`src/rtl/onewire_presence_responder.sv`:
```
// 1-wire responder: answers a master reset pulse with a presence pulse,
// receives one command byte over write slots, then returns one data byte
// over read slots.
// Signalling: O_PRESENCE_DONE and O_CMD_VALID are single-cycle pulses.
// O_CMD stays stable until the next O_CMD_VALID pulse.
// O_DBG_STATE exposes the FSM state for debug and checkers.
module onewire_presence_responder #(
  parameter int CLK_PER_US   = 12,
  parameter int RST_MIN_US   = 400,
  parameter int PRES_WAIT_US = 30,
  parameter int PRES_LEN_US  = 120,
  parameter int SAMPLE_US    = 30,
  parameter int TX_HOLD_US   = 30
) (
  input  logic       clk,
  input  logic       rst,
  input  logic       I_ONE_WIRE,
  output logic       O_ONE_WIRE,
  input  logic [7:0] I_TX_BYTE,
  output logic       O_PRESENCE_DONE,
  output logic [7:0] O_CMD,
  output logic       O_CMD_VALID,
  output logic       O_BUSY,
  output logic [2:0] O_DBG_STATE
);

  localparam int RST_CYC  = RST_MIN_US * CLK_PER_US;
  localparam int PW_CYC   = PRES_WAIT_US * CLK_PER_US;
  localparam int PL_CYC   = PRES_LEN_US * CLK_PER_US;
  localparam int SMP_CYC  = SAMPLE_US * CLK_PER_US;
  localparam int HOLD_CYC = TX_HOLD_US * CLK_PER_US;
  localparam int MAX_A    = (RST_CYC > PL_CYC) ? RST_CYC : PL_CYC;
  localparam int MAX_B    = (PW_CYC > SMP_CYC) ? PW_CYC : SMP_CYC;
  localparam int MAX_C    = (MAX_A > MAX_B) ? MAX_A : MAX_B;
  localparam int MAX_CYC  = (MAX_C > HOLD_CYC) ? MAX_C : HOLD_CYC;
  localparam int CW       = $clog2(MAX_CYC) + 1;

  localparam logic [CW-1:0] RST_SAT   = CW'(RST_CYC);
  localparam logic [CW-1:0] PW_LAST   = CW'(PW_CYC - 1);
  localparam logic [CW-1:0] PL_LAST   = CW'(PL_CYC - 1);
  localparam logic [CW-1:0] SMP_LAST  = CW'(SMP_CYC - 1);
  localparam logic [CW-1:0] HOLD_LAST = CW'(HOLD_CYC - 1);

  typedef enum logic [2:0] {
    IDLE      = 3'd0,
    WAIT_PRES = 3'd1,
    PRESENCE  = 3'd2,
    RX_CMD    = 3'd3,
    TX_DATA   = 3'd4
  } state_t;

  state_t        state_q, state_d;
  logic          sync1_q, sync1_d, sync2_q, sync2_d, prev_q, prev_d;
  logic [CW-1:0] low_cnt_q, low_cnt_d;
  logic [CW-1:0] timer_q, timer_d;
  logic [2:0]    bit_idx_q, bit_idx_d;
  logic          slot_q, slot_d;
  logic [7:0]    sr_q, sr_d;
  logic [7:0]    cmd_q, cmd_d;
  logic [7:0]    tx_q, tx_d;
  logic          drive_q, drive_d;
  logic          pres_done_q, pres_done_d;
  logic          cmd_valid_q, cmd_valid_d;

  logic line, fall, rise, rst_pulse;

  // Input synchroniser, edge detect and saturating low-time counter.
  always_comb begin
    sync1_d   = I_ONE_WIRE;
    sync2_d   = sync1_q;
    prev_d    = sync2_q;
    line      = sync2_q;
    fall      = prev_q & ~line;
    rise      = ~prev_q & line;
    low_cnt_d = low_cnt_q;
    if (line) begin
      low_cnt_d = '0;
    end else if (!drive_q && (low_cnt_q != RST_SAT)) begin
      // Only the master's own low time counts toward a reset pulse.
      low_cnt_d = low_cnt_q + CW'(1);
    end
    rst_pulse = rise && (low_cnt_q == RST_SAT);
  end

  // Protocol FSM: next state, slot timing, shift register and pulses.
  always_comb begin
    state_d     = state_q;
    timer_d     = timer_q;
    bit_idx_d   = bit_idx_q;
    slot_d      = slot_q;
    sr_d        = sr_q;
    cmd_d       = cmd_q;
    tx_d        = tx_q;
    drive_d     = drive_q;
    pres_done_d = 1'b0;
    cmd_valid_d = 1'b0;

    case (state_q)
      IDLE: begin
        // Short lows are ignored; only a reset pulse (below) leaves IDLE.
      end
      WAIT_PRES: begin
        if (timer_q == PW_LAST) begin
          state_d = PRESENCE;
          timer_d = '0;
          drive_d = 1'b1;
        end else begin
          timer_d = timer_q + CW'(1);
        end
      end
      PRESENCE: begin
        if (timer_q == PL_LAST) begin
          state_d     = RX_CMD;
          drive_d     = 1'b0;
          pres_done_d = 1'b1;
          bit_idx_d   = '0;
          slot_d      = 1'b0;
          timer_d     = '0;
        end else begin
          timer_d = timer_q + CW'(1);
        end
      end
      RX_CMD: begin
        if (slot_q) begin
          if (timer_q == SMP_LAST) begin
            // LSB arrives first, so shift in from the top.
            sr_d   = {line, sr_q[7:1]};
            slot_d = 1'b0;
            if (bit_idx_q == 3'd7) begin
              cmd_d       = {line, sr_q[7:1]};
              cmd_valid_d = 1'b1;
              tx_d        = I_TX_BYTE;
              bit_idx_d   = '0;
              state_d     = TX_DATA;
            end else begin
              bit_idx_d = bit_idx_q + 3'd1;
            end
          end else begin
            timer_d = timer_q + CW'(1);
          end
        end else if (fall) begin
          slot_d  = 1'b1;
          timer_d = '0;
        end
      end
      TX_DATA: begin
        if (slot_q) begin
          // Holding the line low for a 0 bit; falls are ignored meanwhile.
          if (timer_q == HOLD_LAST) begin
            drive_d = 1'b0;
            slot_d  = 1'b0;
            if (bit_idx_q == 3'd7) state_d = IDLE;
            else                   bit_idx_d = bit_idx_q + 3'd1;
          end else begin
            timer_d = timer_q + CW'(1);
          end
        end else if (fall) begin
          if (!tx_q[bit_idx_q]) begin
            drive_d = 1'b1;
            slot_d  = 1'b1;
            timer_d = '0;
          end else if (bit_idx_q == 3'd7) begin
            state_d = IDLE;
          end else begin
            bit_idx_d = bit_idx_q + 3'd1;
          end
        end
      end
      default: begin
        state_d = IDLE;
        drive_d = 1'b0;
      end
    endcase

    // A reset pulse wins over everything and discards any partial byte.
    if (rst_pulse) begin
      state_d     = WAIT_PRES;
      timer_d     = '0;
      bit_idx_d   = '0;
      slot_d      = 1'b0;
      drive_d     = 1'b0;
      cmd_d       = cmd_q;
      tx_d        = tx_q;
      cmd_valid_d = 1'b0;
      pres_done_d = 1'b0;
    end
  end

  // State and datapath registers.
  always_ff @(posedge clk or posedge rst) begin
    if (rst) begin
      sync1_q     <= 1'b1;
      sync2_q     <= 1'b1;
      prev_q      <= 1'b1;
      low_cnt_q   <= '0;
      state_q     <= IDLE;
      timer_q     <= '0;
      bit_idx_q   <= '0;
      slot_q      <= 1'b0;
      sr_q        <= '0;
      cmd_q       <= '0;
      tx_q        <= '0;
      drive_q     <= 1'b0;
      pres_done_q <= 1'b0;
      cmd_valid_q <= 1'b0;
    end else begin
      sync1_q     <= sync1_d;
      sync2_q     <= sync2_d;
      prev_q      <= prev_d;
      low_cnt_q   <= low_cnt_d;
      state_q     <= state_d;
      timer_q     <= timer_d;
      bit_idx_q   <= bit_idx_d;
      slot_q      <= slot_d;
      sr_q        <= sr_d;
      cmd_q       <= cmd_d;
      tx_q        <= tx_d;
      drive_q     <= drive_d;
      pres_done_q <= pres_done_d;
      cmd_valid_q <= cmd_valid_d;
    end
  end

  assign O_ONE_WIRE      = ~drive_q;
  assign O_PRESENCE_DONE = pres_done_q;
  assign O_CMD           = cmd_q;
  assign O_CMD_VALID     = cmd_valid_q;
  assign O_BUSY          = (state_q != IDLE);
  assign O_DBG_STATE     = state_q;

endmodule
```
`config.mk`:
```
export PLATFORM = sky130hd
export DESIGN_NAME = onewire_presence_responder
export DESIGN_NICKNAME = d
export VERILOG_FILES = /design/src/rtl/onewire_presence_responder.sv
export SDC_FILE = /design/constraint.sdc
export NUM_CORES = 1
export LEC_CHECK = 0
export CAP_MARGIN = 20
export CORE_ASPECT_RATIO = 0.7
export CORE_MARGIN = 4
export CORE_UTILIZATION = 58
export DETAILED_ROUTE_END_ITERATION = 8
export PLACE_DENSITY = 0.87
export SLEW_MARGIN = 20
export SYNTH_ARGS = -nofsm -noshare
export SYNTH_HDL_FRONTEND = slang
export SYNTH_SLANG_ARGS = --single-unit
```
`constraint.sdc`:
```
create_clock -name clk -period 3.4 [get_ports clk]
set_clock_uncertainty 0.05 [all_clocks]
set_input_delay 0.34 -clock clk [delete_from_list [all_inputs] [get_ports clk]]
set_output_delay 0.34 -clock clk [all_outputs]
set_load 0.03 [all_outputs]
```
Word-level counts from Yosys, hierarchy flattened:

Index checks and enable logic that the tools add are counted.

* register bits: 65
* input bits: 11

* equal/unequal tests: 21
* magnitude comparators: 1
* reduce and logical (&&, ||, !) cells: 16
* bitwise operators: 6
* multiplexer cells: 61
* add/subtract/negate cells: 3

Operators by type and width (number)
* 14-bit two-way mux: 11
* 3-bit two-way mux: 21
* 14-bit case mux with 4 select lines: 1
* 14-bit by 1-bit adder with 14-bit output (second input constant): 2
* 1-bit two-way mux: 23
* 4-bit inequality test (second input constant): 5
* 3-bit inequality test (second input constant): 5
* 3-bit case mux with 5 select lines: 1
* 14-bit by 11-bit == test with 1-bit output (second input constant): 1
* 14-bit by 13-bit == test with 1-bit output (second input constant): 1
* 14-bit by 9-bit == test with 1-bit output (second input constant): 1
* 14-bit by 13-bit inequality test with 1-bit output (second input constant): 1
* 3-bit case mux with 3 select lines: 1
* 9-bit AND reduction: 1
* 7-bit AND reduction: 1
* 3-bit by 2-bit == test with 1-bit output (second input constant): 2
* 3-bit == test (second input constant): 2
* 6-bit AND reduction: 1
* 5-bit AND reduction: 1
* 5-bit nonzero test: 1
* 3-bit by 4-bit less-than comparator with 1-bit output (second input constant): 1
* 1-bit NOT: 4
* 1-bit case mux with 4 select lines: 1
* 4-bit AND reduction: 1
* other kinds (16): 18

Longest topological paths before layout:

* depth in word-level cells: 7
* depth in mapped cells: 9
* gate-level depth less buffers: 8

Least setup slack after synthesis:

OpenSTA, ideal clock, no wires.

* path type: register to register
* from: register state_q[2], in the netlist O_DBG_STATE[2]
* to: register timer_q[13]
* slack: 1004 ps
* period minus slack after synthesis: 2396 ps
* stages on the path, launching flop included: 9
* required time: 3281 ps
* path buffers: 2
* arrival: 2277 ps
* setup time: 69 ps
* cell sequence: dfrtp_1 buf_2 or3b_1 buf_2 nand2_2 o22ai_2 or2_2 or4_1 nand3_1

* longest elaborated chain between the ends: 3

Ends and longest elaborated chain
* start: declaration: RTL line 52 `state_t state_q, state_d;`
* start signal: assignment: RTL line 211 `state_q <= state_d;`
* 3-bit == test (tied with other cells): RTL line 98 `case (state_q)`
* 4-bit inequality test (no line) (tied with other cells)
* 4-bit AND reduction (no line) or 14-bit two-way mux (tied branches)
* end signal: assignment: RTL line 212 `timer_q <= timer_d;`
* end: declaration: RTL line 55 `logic [CW-1:0] timer_q, timer_d;`

Parallel ways exist; a longest one is shown, timed or not.
A chain may end at the register's enable or synchronous reset.

Worst setup path after layout:

* from: register timer_q[9]
* to: register tx_q[6]

* longest elaborated chain between the ends: 2

Ends and longest elaborated chain
* 14-bit by 9-bit == test with 1-bit output: RTL line 125 `if (timer_q == SMP_LAST) begin`
* 5-bit AND reduction (no line)
* end signal: assignment: RTL line 217 `tx_q <= tx_d;`
* end: declaration: RTL line 60 `logic [7:0] tx_q, tx_d;`

Every way passes these cells.

==> metrics <==
asr flop ratio synth 1.00; Setup-failing EPs final 0; vias after detailed routing 2631; DP HPWL 5.04 mm; launching element type of the critical path flop; Internal 1150 uW; Worst Tran Pin Value 0.740 ns; number of max-cap violations 0; CP endpoint tx_q[6]$_DFFE_PP0P_; full die area 7180 um^2; min Tclk post-route 2.74 ns; M1 GR Usage 0.304; Reg area 1610 um^2; ys flop type dfrtp_1; Remaining DRCs 0; die width 99.6 um; ANT nets after route 0; iteration count of the initial detailed-routing pass 5; clock network fraction of total power 0.450; crit share post-route 0.806; Seq pwr share 0.521; Post-synth EDFFs 0; syn nets 341; R2R Path End tx_q[6]$_DFFE_PP0P_; layout cell share with drive strength beyond 1 0.130; Yosys cell types 69; vias in the first global route 2545; FILL cells 410; Req. time, crit path 3.58 ns; RSZ-0062 raised after global routing no; crit-path max FO 17; CP endpoint kind flop; Yosys warning count 0; Max-slew headroom 0.506; worst r2r src timer_q[9]$_DFFE_PP0P_; Hold WC Path Type reg -> reg; non-filler instance count after layout 430; Final TNS setup 0 ns; maximum vdd drop 0.392 mV; io pins 26; Routed WL per cell 17.0 um; area occupied by multi-input gates 1680 um^2; H-tree levels 3; initial antenna violation count 0; Iter 0 DRT Violations 305; CTS sink cnt 64; GRT busiest layer met2; commonest non-fill, non-tap cell in the layout dfrtp_1; WL final 7.29 mm; utilization after layout 0.684; Core ar. 5700 um^2; combinational power share 0.030; # rows 23; synthesized area 3400 um^2; largest net degree at the start of global routing 39; NumNets Final 367; Design Area, Final 3890 um^2; die height 72.1 um; met2 capacity usage during global routing 0.336; Worst Setup SP timer_q[9]$_DFFE_PP0P_; CTS tree yes; clock transition at the registers of the reported paths 0.08 ns; Worst Hold Path Cells 0; Area after DPL 3690 um^2; GR Util met3 0.0749; Hold Fails Final Rpt 0; starting density of the core 0.597; highest clock rate 365 MHz; CTS Hold Bufs 0; via-per-instance ratio 6.12; TritonCTS Buffers 9; PostCTS Resize Cnt 0; Worst Reg-to-Reg Cells 5; clock latency on the worst-skew pair 0.35 ns; placed instance count 414; WS Path Type reg -> reg; first-pass GRT wire length 12.4 mm; Mapped Cells 324; # port buffers 25; net switching power 350 uW; CTS Root Cell clkbuf_8; n_diodes 0; Area growth syn-to-layout 14.4%; outcome completed; P per Cell Area 386 nW/um^2; syn_area_per_cell 10.5 um^2; Max clock buf depth 2; register area share after synthesis 0.472; Remaining Overflow, GRT 0; flops & latches, synth 64; Sw Ratio 0.233; total power 1500 uW; commonest non-fill, non-tap cells in the layout dfrtp_1 (61), nor2_1 (25), clkdlybuf4s50_1 (25); Max Slew Vio Count 0; Post-CTS Setup Bufs 0; Leak 0.00168 uW; WP data arrival 2.92 ns; reg2reg setup slack 0.66 ns; All-Layer GR Usage 0.221; GPL Wtd Cong 0.928
==> worst min-delay path by stage <==
stage / startpoint / endpoint / slack [ns]
after floorplan: I_ONE_WIRE / sync1_q$_DFF_PP1_ / 0.29
after global placement: sync1_q$_DFF_PP1_ / line$_DFF_PP1_ / 0.30
after detailed placement: sync1_q$_DFF_PP1_ / line$_DFF_PP1_ / 0.30
after CTS: sync1_q$_DFF_PP1_ / line$_DFF_PP1_ / 0.32
after global routing: sync1_q$_DFF_PP1_ / line$_DFF_PP1_ / 0.32
final: sync1_q$_DFF_PP1_ / line$_DFF_PP1_ / 0.32
==> layer usage <==
layer,vias to the layer above,part of all wire
met5,-,0
met4,0,0.011
met3,12,0.080
met2,110,0.46
met1,1268,0.45
li1,1241,-
==> kinds of logic after synthesis <==
kind of cell,after synthesis,share of synthesized area
AND/OR/NAND/NOR,135,0.232
adder cells (fa/ha/maj),6,0.0221
buffers and inverters,24,0.0346
flip-flops,64,0.472
XOR/XNOR,12,0.0309
multiplexers,30,0.100
AO/OA/AOI/OAI,53,0.108
==> synthesized netlist by cell type (3+ instances only) <==
cell,count,area share
or3_1,3,0.0055
nand3_1,20,0.029
mux2_1,16,0.053
or4_1,5,0.011
and4_1,3,0.0077
xnor2_1,5,0.013
nand2_1,23,0.025
mux2_2,7,0.023
nor3_1,5,0.0074
nor2_1,25,0.028
ha_1,6,0.022
xor2_1,7,0.018
clkbuf_1,3,0.0033
mux2i_1,6,0.018
dfstp_2,3,0.023
o31ai_1,5,0.011
buf_2,4,0.0059
o21ai_1,13,0.019
nand4_1,8,0.015
dfrtp_1,61,0.45
and3_1,6,0.011
nor4_1,4,0.0074
nor3b_1,7,0.015
inv_1,11,0.012
o21ai_0,7,0.010
a21oi_1,10,0.015
==> final cells by class <==
cell class,count,area share
Clock buffer,10,0.0353
Clock inverter,6,0.0173
Inverter,12,0.0116
Multi-Input combinational cell,236,0.431
Sequential cell,64,0.412
Tap cell,75,0.0241
Timing Repair Buffer,27,0.0681
==> metrics by stage <==
stage	setup WS, ns	hold slack (ns)
after floorplan	1.00	0.294
after global placement	0.797	0.295
after detailed placement	0.747	0.303
after CTS	0.667	0.316
after global routing	0.539	0.319
final	0.660	0.315
==> registers in the layout, indices dropped and copies added (netlist names), 3 cells and up <==
register,count
low_cnt_q,14
timer_q,14
O_CMD,8
tx_q,8
sr_q,7
O_DBG_STATE,3
bit_idx_q,3
==> worst max-delay path, stage by stage (launching register included) <==
cell and delay (ns):
dfrtp_1 0.44, nor4_2 0.55, and4_1 0.38, and3_1 0.46, nand3_4 0.32, mux2_1 0.40
==> power by group through the flow <==
stage	clock (uW)	sequential, uW	combinational, uW
3_5_place_dp	0	798	45.5
3_3_place_gp	0	796	44.5
6_report	676	783	44.5
2_1_floorplan	0	792	28.3
5_1_grt	721	785	51.1
4_1_cts	680	783	46.0
No activity file was read; power rests on OpenSTA's default activity.
